<file path="src/rtl/pipemem_mmio_pkg.sv">
// rtl/pipemem_mmio_pkg.sv - shared word-index map and byte-merge helper for pipemem_mmio
// Purpose: I/O word-index offsets derived from the instance parameters, and the
//          byte-enable merge used by every writable location.
// Ports:   none (package).
package pipemem_mmio_pkg;

    // First I/O word index of the output registers.
    function automatic int out_base();
        return 0;
    endfunction

    // First I/O word index of the input ports; they follow the outputs.
    function automatic int in_base(input int n_out);
        return n_out;
    endfunction

    // Word index of the sticky change-status register.
    function automatic int status_idx(input int n_out, input int n_in);
        return n_out + n_in;
    endfunction

    // Replace only the bytes whose enable bit is set.
    function automatic logic [31:0] byte_merge(input logic [31:0] old_word,
                                               input logic [31:0] new_word,
                                               input logic [3:0]  be);
        logic [31:0] merged;
        for (int i = 0; i < 4; i++) begin
            merged[8*i +: 8] = be[i] ? new_word[8*i +: 8] : old_word[8*i +: 8];
        end
        return merged;
    endfunction

endpackage

</file>
<file path="src/rtl/pipemem_mmio_if.sv">
// rtl/pipemem_mmio_if.sv - request/response bus between the MEM stage and pipemem_mmio
// Purpose: bundles the request and read-response signals.
// Ports:   master drives req_*, samples resp_*; slave is the reverse.
interface pipemem_mmio_if;
    logic        req_valid;
    logic        req_we;
    logic [3:0]  req_be;
    logic [31:0] req_addr;
    logic [31:0] req_wdata;
    logic        resp_valid;
    logic [31:0] resp_rdata;

    modport master (
        output req_valid, req_we, req_be, req_addr, req_wdata,
        input  resp_valid, resp_rdata
    );

    modport slave (
        input  req_valid, req_we, req_be, req_addr, req_wdata,
        output resp_valid, resp_rdata
    );
endinterface

</file>
<file path="src/rtl/pipemem_mmio_io_in_sync.sv">
// rtl/pipemem_mmio_io_in_sync.sv - one input port: two-flop synchroniser, delayed copy, sticky change flag
// Purpose: brings an asynchronous 32-bit word into the clock domain and flags any change.
// Ports:   clock, reset (sync, active-high); raw (async word); clear (status-read clear);
//          sync_data (synchronised word); flag (sticky change flag).
module io_in_sync (
    input  logic        clock,
    input  logic        reset,
    input  logic [31:0] raw,
    input  logic        clear,
    output logic [31:0] sync_data,
    output logic        flag
);
    logic [31:0] sync1;
    logic [31:0] sync2;
    logic [31:0] delayed;
    logic        flag_q;
    logic        change;

    // Any bit difference between the synchronised word and its previous value.
    assign change = (sync2 != delayed);

    always_ff @(posedge clock) begin
        if (reset) begin
            sync1   <= '0;
            sync2   <= '0;
            delayed <= '0;
            flag_q  <= 1'b0;
        end else begin
            sync1   <= raw;
            sync2   <= sync1;
            delayed <= sync2;
            // A change in the same cycle as a clearing read keeps the flag set.
            flag_q  <= change | (flag_q & ~clear);
        end
    end

    assign sync_data = sync2;
    assign flag      = flag_q;
endmodule

</file>
<file path="src/rtl/pipemem_mmio.sv">
// rtl/pipemem_mmio.sv - MEM-stage data memory: word RAM plus memory-mapped I/O window
// Purpose: byte-enabled writes, one-cycle registered reads, N_OUT output registers,
//          N_IN synchronised inputs and a clear-on-read change-status register with irq.
// Ports:   clock, reset (sync, active-high); bus (slave request/response);
//          in_port (async inputs, 32 bits per port); out_port (output registers);
//          irq (registered OR of status flags).
module pipemem_mmio
    import pipemem_mmio_pkg::*;
#(
    parameter int          DEPTH     = 32,
    parameter int          IO_BIT    = 7,
    parameter int          N_OUT     = 4,
    parameter int          N_IN      = 2,
    parameter logic [31:0] OUT_RESET = 32'h0
) (
    input  logic                  clock,
    input  logic                  reset,
    pipemem_mmio_if.slave         bus,
    input  logic [32*N_IN-1:0]    in_port,
    output logic [32*N_OUT-1:0]   out_port,
    output logic                  irq
);
    localparam int AW         = $clog2(DEPTH);
    localparam int OUT_BASE   = out_base();
    localparam int IN_BASE    = in_base(N_OUT);
    localparam int STATUS_IDX = status_idx(N_OUT, N_IN);

    logic [31:0]   mem [DEPTH];
    logic [31:0]   out_regs [N_OUT];
    logic [31:0]   in_sync [N_IN];
    logic [N_IN-1:0] flags;
    logic [N_IN-1:0] clear;

    logic          is_io;
    logic          wr;
    logic          rd;
    logic [AW-1:0] ram_idx;
    logic [31:0]   w_idx;
    logic [31:0]   io_rdata;
    logic          status_rd;
    logic          resp_valid_q;
    logic [31:0]   resp_rdata_q;
    logic          irq_q;

    assign is_io   = bus.req_addr[IO_BIT];
    assign wr      = bus.req_valid & bus.req_we;
    assign rd      = bus.req_valid & ~bus.req_we;
    // Upper RAM address bits are ignored, so the RAM aliases through its region.
    assign ram_idx = bus.req_addr[AW+1:2];
    assign w_idx   = 32'(bus.req_addr[IO_BIT-1:2]);

    assign status_rd = rd & is_io & (w_idx == 32'(STATUS_IDX));
    assign clear     = {N_IN{status_rd}};

    // Address bits outside the decode are deliberately ignored.
    logic unused_bits;
    assign unused_bits = ^{bus.req_addr[31:IO_BIT+1], bus.req_addr[1:0]};

    // RAM: no reset, synchronous read below.
    always_ff @(posedge clock) begin
        if (wr && !is_io) begin
            mem[ram_idx] <= byte_merge(mem[ram_idx], bus.req_wdata, bus.req_be);
        end
    end

    // Output registers.
    always_ff @(posedge clock) begin
        if (reset) begin
            for (int k = 0; k < N_OUT; k++) begin
                out_regs[k] <= OUT_RESET;
            end
        end else begin
            for (int k = 0; k < N_OUT; k++) begin
                if (wr && is_io && (w_idx == 32'(OUT_BASE + k))) begin
                    out_regs[k] <= byte_merge(out_regs[k], bus.req_wdata, bus.req_be);
                end
            end
        end
    end

    genvar g;
    generate
        for (g = 0; g < N_OUT; g++) begin : g_out
            assign out_port[32*g +: 32] = out_regs[g];
        end
        for (g = 0; g < N_IN; g++) begin : g_in
            io_in_sync u_sync (
                .clock     (clock),
                .reset     (reset),
                .raw       (in_port[32*g +: 32]),
                .clear     (clear[g]),
                .sync_data (in_sync[g]),
                .flag      (flags[g])
            );
        end
    endgenerate

    // I/O read mux; unmapped words read as zero. Status returns the pre-edge flags.
    always_comb begin
        io_rdata = '0;
        for (int k = 0; k < N_OUT; k++) begin
            if (w_idx == 32'(OUT_BASE + k)) begin
                io_rdata = out_regs[k];
            end
        end
        for (int k = 0; k < N_IN; k++) begin
            if (w_idx == 32'(IN_BASE + k)) begin
                io_rdata = in_sync[k];
            end
        end
        if (w_idx == 32'(STATUS_IDX)) begin
            io_rdata = 32'(flags);
        end
    end

    // Read response: valid exactly one cycle after the request, data held otherwise.
    always_ff @(posedge clock) begin
        if (reset) begin
            resp_valid_q <= 1'b0;
            resp_rdata_q <= '0;
        end else begin
            resp_valid_q <= rd;
            if (rd) begin
                resp_rdata_q <= is_io ? io_rdata : mem[ram_idx];
            end
        end
    end

    always_ff @(posedge clock) begin
        if (reset) begin
            irq_q <= 1'b0;
        end else begin
            irq_q <= |flags;
        end
    end

    assign bus.resp_valid = resp_valid_q;
    assign bus.resp_rdata = resp_rdata_q;
    assign irq            = irq_q;
endmodule

</file>
<file path="src/flat_wrapper.sv">
// flat-port wrapper written by rule: the top's interface ports become plain ports
module pipemem_mmio_flat import pipemem_mmio_pkg::*;
#(
    parameter int          DEPTH     = 32,
    parameter int          IO_BIT    = 7,
    parameter int          N_OUT     = 4,
    parameter int          N_IN      = 2,
    parameter logic [31:0] OUT_RESET = 32'h0
)
  (clock, reset, in_port, out_port, irq, bus_req_valid, bus_req_we, bus_req_be, bus_req_addr, bus_req_wdata, bus_resp_valid, bus_resp_rdata);
  pipemem_mmio_if bus_i ();
  input  logic clock;
  input  logic reset;
  input  logic [32*N_IN-1:0] in_port;
  output logic [32*N_OUT-1:0] out_port;
  output logic irq;
  input wire logic [$bits(bus_i.req_valid)-1:0] bus_req_valid;
  input wire logic [$bits(bus_i.req_we)-1:0] bus_req_we;
  input wire logic [$bits(bus_i.req_be)-1:0] bus_req_be;
  input wire logic [$bits(bus_i.req_addr)-1:0] bus_req_addr;
  input wire logic [$bits(bus_i.req_wdata)-1:0] bus_req_wdata;
  output wire logic [$bits(bus_i.resp_valid)-1:0] bus_resp_valid;
  output wire logic [$bits(bus_i.resp_rdata)-1:0] bus_resp_rdata;
  assign bus_i.req_valid = bus_req_valid;
  assign bus_i.req_we = bus_req_we;
  assign bus_i.req_be = bus_req_be;
  assign bus_i.req_addr = bus_req_addr;
  assign bus_i.req_wdata = bus_req_wdata;
  assign bus_resp_valid = bus_i.resp_valid;
  assign bus_resp_rdata = bus_i.resp_rdata;
  pipemem_mmio #(.DEPTH(DEPTH), .IO_BIT(IO_BIT), .N_OUT(N_OUT), .N_IN(N_IN), .OUT_RESET(OUT_RESET)) u_core (.clock(clock), .reset(reset), .bus(bus_i), .in_port(in_port), .out_port(out_port), .irq(irq));
endmodule
</file>
<file path="config.mk">
export PLATFORM = sky130hd
export DESIGN_NAME = pipemem_mmio_flat
export DESIGN_NICKNAME = d
export VERILOG_FILES = /design/src/rtl/pipemem_mmio_pkg.sv /design/src/rtl/pipemem_mmio_if.sv /design/src/rtl/pipemem_mmio_io_in_sync.sv /design/src/rtl/pipemem_mmio.sv /design/src/flat_wrapper.sv
export SDC_FILE = /design/constraint.sdc
export NUM_CORES = 1
export LEC_CHECK = 0
export CORE_AREA = 2 2 321 291
export CTS_CLUSTER_SIZE = 12
export DETAILED_ROUTE_END_ITERATION = 6
export DIE_AREA = 0 0 323 293
export HOLD_SLACK_MARGIN = 0.05
export PLACE_DENSITY_LB_ADDON = 0.08
export SLEW_MARGIN = 10
export SYNTH_ARGS = -nofsm -noshare
export SYNTH_HDL_FRONTEND = slang
export SYNTH_SLANG_ARGS = --single-unit
</file>
<file path="constraint.sdc">
create_clock -name clock -period 4.8 [get_ports clock]
set_input_delay 0.96 -clock clock [delete_from_list [all_inputs] [get_ports clock]]
set_output_delay 0.96 -clock clock [all_outputs]
set_load 0.05 [all_outputs]
</file>
## After elaboration in Yosys (flattened, before gate mapping)

Memory sizes are Yosys's and may differ from the RTL's.
Cells that the tools add are included.

| operators by class | value |
|---|---|
| equal/unequal tests | 8 |
| mux-type cells | 48 |
| bitwise logic cells | 14 |
| reductions and logical operators | 9 |

Operator list:

| cell | count |
|---|---|
| $mux 32 | 12 |
| $mux 8 | 20 |
| $ne 32x32->1 | 2 |
| $logic_not 32->1 | 1 |
| $mux 1 | 16 |
| $eq 5x3->1 const B | 3 |
| $eq 5x2->1 const B | 2 |
| $and 1x1->1 | 6 |
| $logic_and 1x1->1 | 6 |
| $or 1x1->1 | 6 |
| $eq 5x1->1 const B | 1 |
| $not 1->1 | 2 |
| $reduce_or 2->1 | 1 |
| $logic_not 1->1 | 1 |

| storage, ports and cells | value |
|---|---|
| input bits | 136 |
| memory bits (writable) | 1152 |
| memories kept | 2 |
| register bits after elaboration | 228 |
| output and inout bits | 162 |

Memory list:

| memory | words | width | read ports | clocked after memory_dff | wr ports | RTL line | text |
|---|---|---|---|---|---|---|---|
| u_core.mem | 32 | 32 | 1 | 0 | 1 | pipemem_mmio.sv:28 | `logic [31:0] mem [DEPTH];` |
| u_core.out_regs | 4 | 32 | 4 | 0 | 4 | pipemem_mmio.sv:29 | `logic [31:0] out_regs [N_OUT];` |

## Depth between registers and ports, before layout

| depth | value |
|---|---|
| depth after elaboration | 9 |
| mapped depth | 9 |
| mapped depth without buffers | 5 |

## Modules after synthesis

A second synthesis with hierarchy kept.

| unflattened totals | value |
|---|---|
| cell total of the unflattened synthesis | 3300 |
| area total of the unflattened synthesis | 53887.9 µm² |

Modules (own cells, without submodules):

| module | area an instance (µm²) | sequential area each (µm²) | instances | cells an instance |
|---|---|---|---|---|
| pipemem_mmio | 48004.8 | 35273.8 | 1 | 2804 |
| io_in_sync | 2941.6 | 1941.9 | 2 | 248 |

## Worst setup path after synthesis

OpenSTA, ideal clock, no wires.

| path | value |
|---|---|
| kind | input to register |
| start point | input bus_req_addr[5] |
| end point | memory u_core.mem[0][12] (data pin) |
| path buffers | 3 |
| arrival | 3415 ps |
| library setup time | 454 ps |
| required time | 4346 ps |
| slack | 931 ps |
| cell stages on the path | 8 |
| cells stage by stage | buf_2 -> buf_2 -> nand3b_1 -> clkbuf_1 -> o22ai_1 -> nor2_1 -> nand2_1 -> o21ai_0 |

RTL lines:

| element | RTL line | text |
|---|---|---|
| start, declared | flat_wrapper.sv:20 | `input wire logic [$bits(bus_i.req_addr)-1:0] bus_req_addr;` |
| end, declared | pipemem_mmio.sv:28 |  |

## Worst setup path after layout

| path | value |
|---|---|
| start point | input bus_req_addr[5] |
| end point | memory u_core.mem[3][7] (enable) |

Straight into the memory's write port.

==> results.tsv <==
stage	metric	value	unit
setup_path	R2R cell count	5	
sta	TNS Setup	0	ns
floorplanning	IO Count	298	
routing	Remaining DRCs	1	
grt	initial antenna violation count	6	
hold_path	min-delay worst type	flop to flop	
setup_path	maximum fanout along the worst path	19	
finish	Layout area overhead	16.7	%
sta	final slew viol count	0	
routing	DR iter-0 viols	3965	
setup_path	crit end category	flop	
clock_network	Num Clock Sinks	1380	
setup_path	worst-path cell chain	clkdlybuf4s50_1 -> buf_4 -> nor2_4 -> nand2_1 -> nor2_4 -> buf_4	
routing	routed vias/inst	6.43	
sta	unrepaired setup endpoints after global routing	no	
clock_network	Clock Latency Late Sink	0.74	ns
finish	area occupied by multi-input gates	0.0136	mm2
routing	antenna-violating nets left	0	
pwr	VDD IR max	0.399	mV
synth	Async S/R FF share, synth	0	%
status	failing checks	DRC	
floorplanning	initial core utilization	58.8	%
setup_path	Worst Path Arrival	3.67	ns
setup_path	Critical Path Source Type	input port	
finish	share of layout cells above drive strength 1	18.1	%
clock_network	Clock Pin Slew Worst Setup and Hold Paths	0.06	ns
placement	routability cong.	0.971	
routing	final wirelength	149	mm
setup_path	Req. time, crit path	5.15	ns
synth	syn_nets	3192	
synth	EDFF count, synth	1152	
clock_network	clock root buffer	clkbuf_16	
sta	Layout Skew	0.0302	ns
synth	most used flip-flop cell after synthesis	edfxtp_1	
clock_network	hold_buf cts	0	
synth	cell count after synthesis	3056	
setup_path	Crit-path slowest cell	clkdlybuf4s50_1	
floorplanning	die area	0.0946	mm2
sta	Hold Slack	0.415	ns
synth	Avg Cell Area, Syn	17.5	um2
placement	Post-DP HPWL	92.5	mm
sta	period utilisation layout	69.1	%
grt	vias in the first global route	30075	
sta	Tmin final	3.32	ns
synth	most frequent cell after synthesis	edfxtp_1	
synth	Seq cells post-synth	1380	
pwr	pwr/cell area	405	mW/mm2
routing	drt first pass iters	7	
clock_network	post-CTS sizing	0	
synth	top cells by count, synth	edfxtp_1, mux4_2, nor2b_1	
clock_network	Clock Tree Buf Depth	3	
synth	top-area cell type share of the netlist area	64.7	%
placement	I/O Buffers	271	
routing	Vias	30329	
routing	routed len/inst	31.6	um
synth	post-synthesis sequential area ratio	73.2	%
status	status	complete, but fails checks	
finish	fin nets	3553	
floorplanning	FP Rows	105	
grt	GR Util All Layers	31.7	%
finish	Sequential Area	0.0392	mm2
finish	Fillers	6011	
synth	leading post-synthesis cells by cell area	edfxtp_1, mux4_2, dfxtp_1	
grt	gr ovfl total	0	
sta	Final Hold Viols	0	
flow_run	max-cap violations	0	
sta	f_max	302	MHz
synth	Ys Warns	0	
clock_network	CTS tree	done	
synth	distinct cell type count after synthesis	58	
sta	final setup vio count	0	
sta	measured slew at the worst slew-check pin	1.06	ns
clock_network	htree depth	4	
sta	Worst slew margin	29.0	%
floorplanning	Core Area	0.0909	mm2
hold_path	Hold Crit Depth	1	
synth	top cell type by total area after synthesis	edfxtp_1	
floorplanning	Die Wd	323	um
floorplanning	Die H	293	um
grt	global-route wire length before repair	211	mm
pwr	leakage	0.0205	uW
grt	largest net degree at the start of global routing	92	
clock_network	Post-CTS Setup Bufs	0	
setup_path	CP Class	input port to flop	
clock_network	number of buffers created by CTS	140	
synth	synthesized area	0.0535	mm2
setup_path	max incr delay on CP	0.62	ns
==> routing by layer <==
layer  track usage [%]  vias to the layer above  share of wire [%]
li1                  -                    12628                  -
met1              44.9                    15671                 39
met2              49.0                     1728                 47
met3              7.57                      296                 10
met4              10.8                        6                3.4
met5                 0                        -              0.028
==> cells by family (layout without fill, tap and decap cells) <==
family,Yosys count,count (layout),synth area share (%)
buffers and inverters,203,635,2.05
flip-flops,1380,1380,73.2
multiplexers,302,302,11.5
AO/OA/AOI/OAI,368,368,4.69
AND/OR/NAND/NOR,739,739,7.50
other,0,1,0
XOR/XNOR,64,64,1.05
==> worst max-delay path: cells and delay by family <==
family | cells | cell delay (ns)
and+or+nand+nor | 3 | 1.27
buffers and inverters | 3 | 1.40
==> power by group <==
part           switching [uW]  internal (uW)  leakage (uW)
Clock                    4270           5630       0.00195
Sequential                126          13300        0.0123
Combinational            1280            663       0.00626
Total                    5670          19600        0.0205
==> stage by stage <==
stage	instance area [um2]	std cells	setup WS [ns]	utilization, %	total power (uW)
after floorplan	53500	3056	0.931	-	14800
final	62400	4719	1.48	68.7	25300
after global placement	58400	4505	0.918	64.2	15500
after CTS	62400	4718	1.60	68.7	25400
after global routing	62400	4718	1.47	68.7	25900
after detailed placement	58400	4505	0.831	64.2	15600
==> cell type report <==
| cell class | count | area share (%) |
|---|---|---|
| diodes | 1 | 0.00401 |
| clock buffers | 188 | 6.12 |
| clock inverters | 25 | 0.345 |
| inverters | 3 | 0.0180 |
| multi-input cells | 1473 | 21.7 |
| flip-flops and latches | 1380 | 62.7 |
| well taps | 1230 | 2.47 |
| repair buffers | 419 | 6.58 |
==> state kept, by name, indices dropped and copies added, names as in the netlist <==
register and count:
u_core.irq 1, u_core.bus.resp_rdata 32, u_core.g_in.u_sync.sync1 64, u_core.out_regs 128
u_core.g_in.u_sync.delayed 64, u_core.g_in.u_sync.flag 2, u_core.mem 1024, u_core.bus.resp_valid 1
u_core.g_in.u_sync.sync_data 64
==> cell usage in the layout (no fill, tap or decap), types with 64 or more instances in the layout <==
cell / count
edfxtp_1: 1152
clkdlybuf4s50_1: 267
mux4_2: 250
dfxtp_1: 228
nor2b_1: 227
clkbuf_16: 146
nand2_1: 133
and2_1: 129
buf_4: 126
nand3_1: 91
o21ai_0: 90
xnor2_1: 64
==> worst paths after layout <==
| path | from | endpoint | slack, ns |
|---|---|---|---|
| setup reg to reg | u_core.mem[14][2]$_DFFE_PP_ | u_core.mem[4][2]$_DFFE_PP_ | 2.34 |
| hold / removal | u_core.g_in[0].u_sync.sync1[9]$_SDFF_PP0_ | u_core.g_in[0].u_sync.sync_data[9]$_SDFF_PP0_ | 0.42 |
| hold reg to reg | u_core.g_in[0].u_sync.sync1[9]$_SDFF_PP0_ | u_core.g_in[0].u_sync.sync_data[9]$_SDFF_PP0_ | 0.42 |
| setup / recovery | bus_req_addr[5] | u_core.mem[3][7]$_DFFE_PP_ | 1.48 |
No activity file was read; power rests on OpenSTA's default activity.
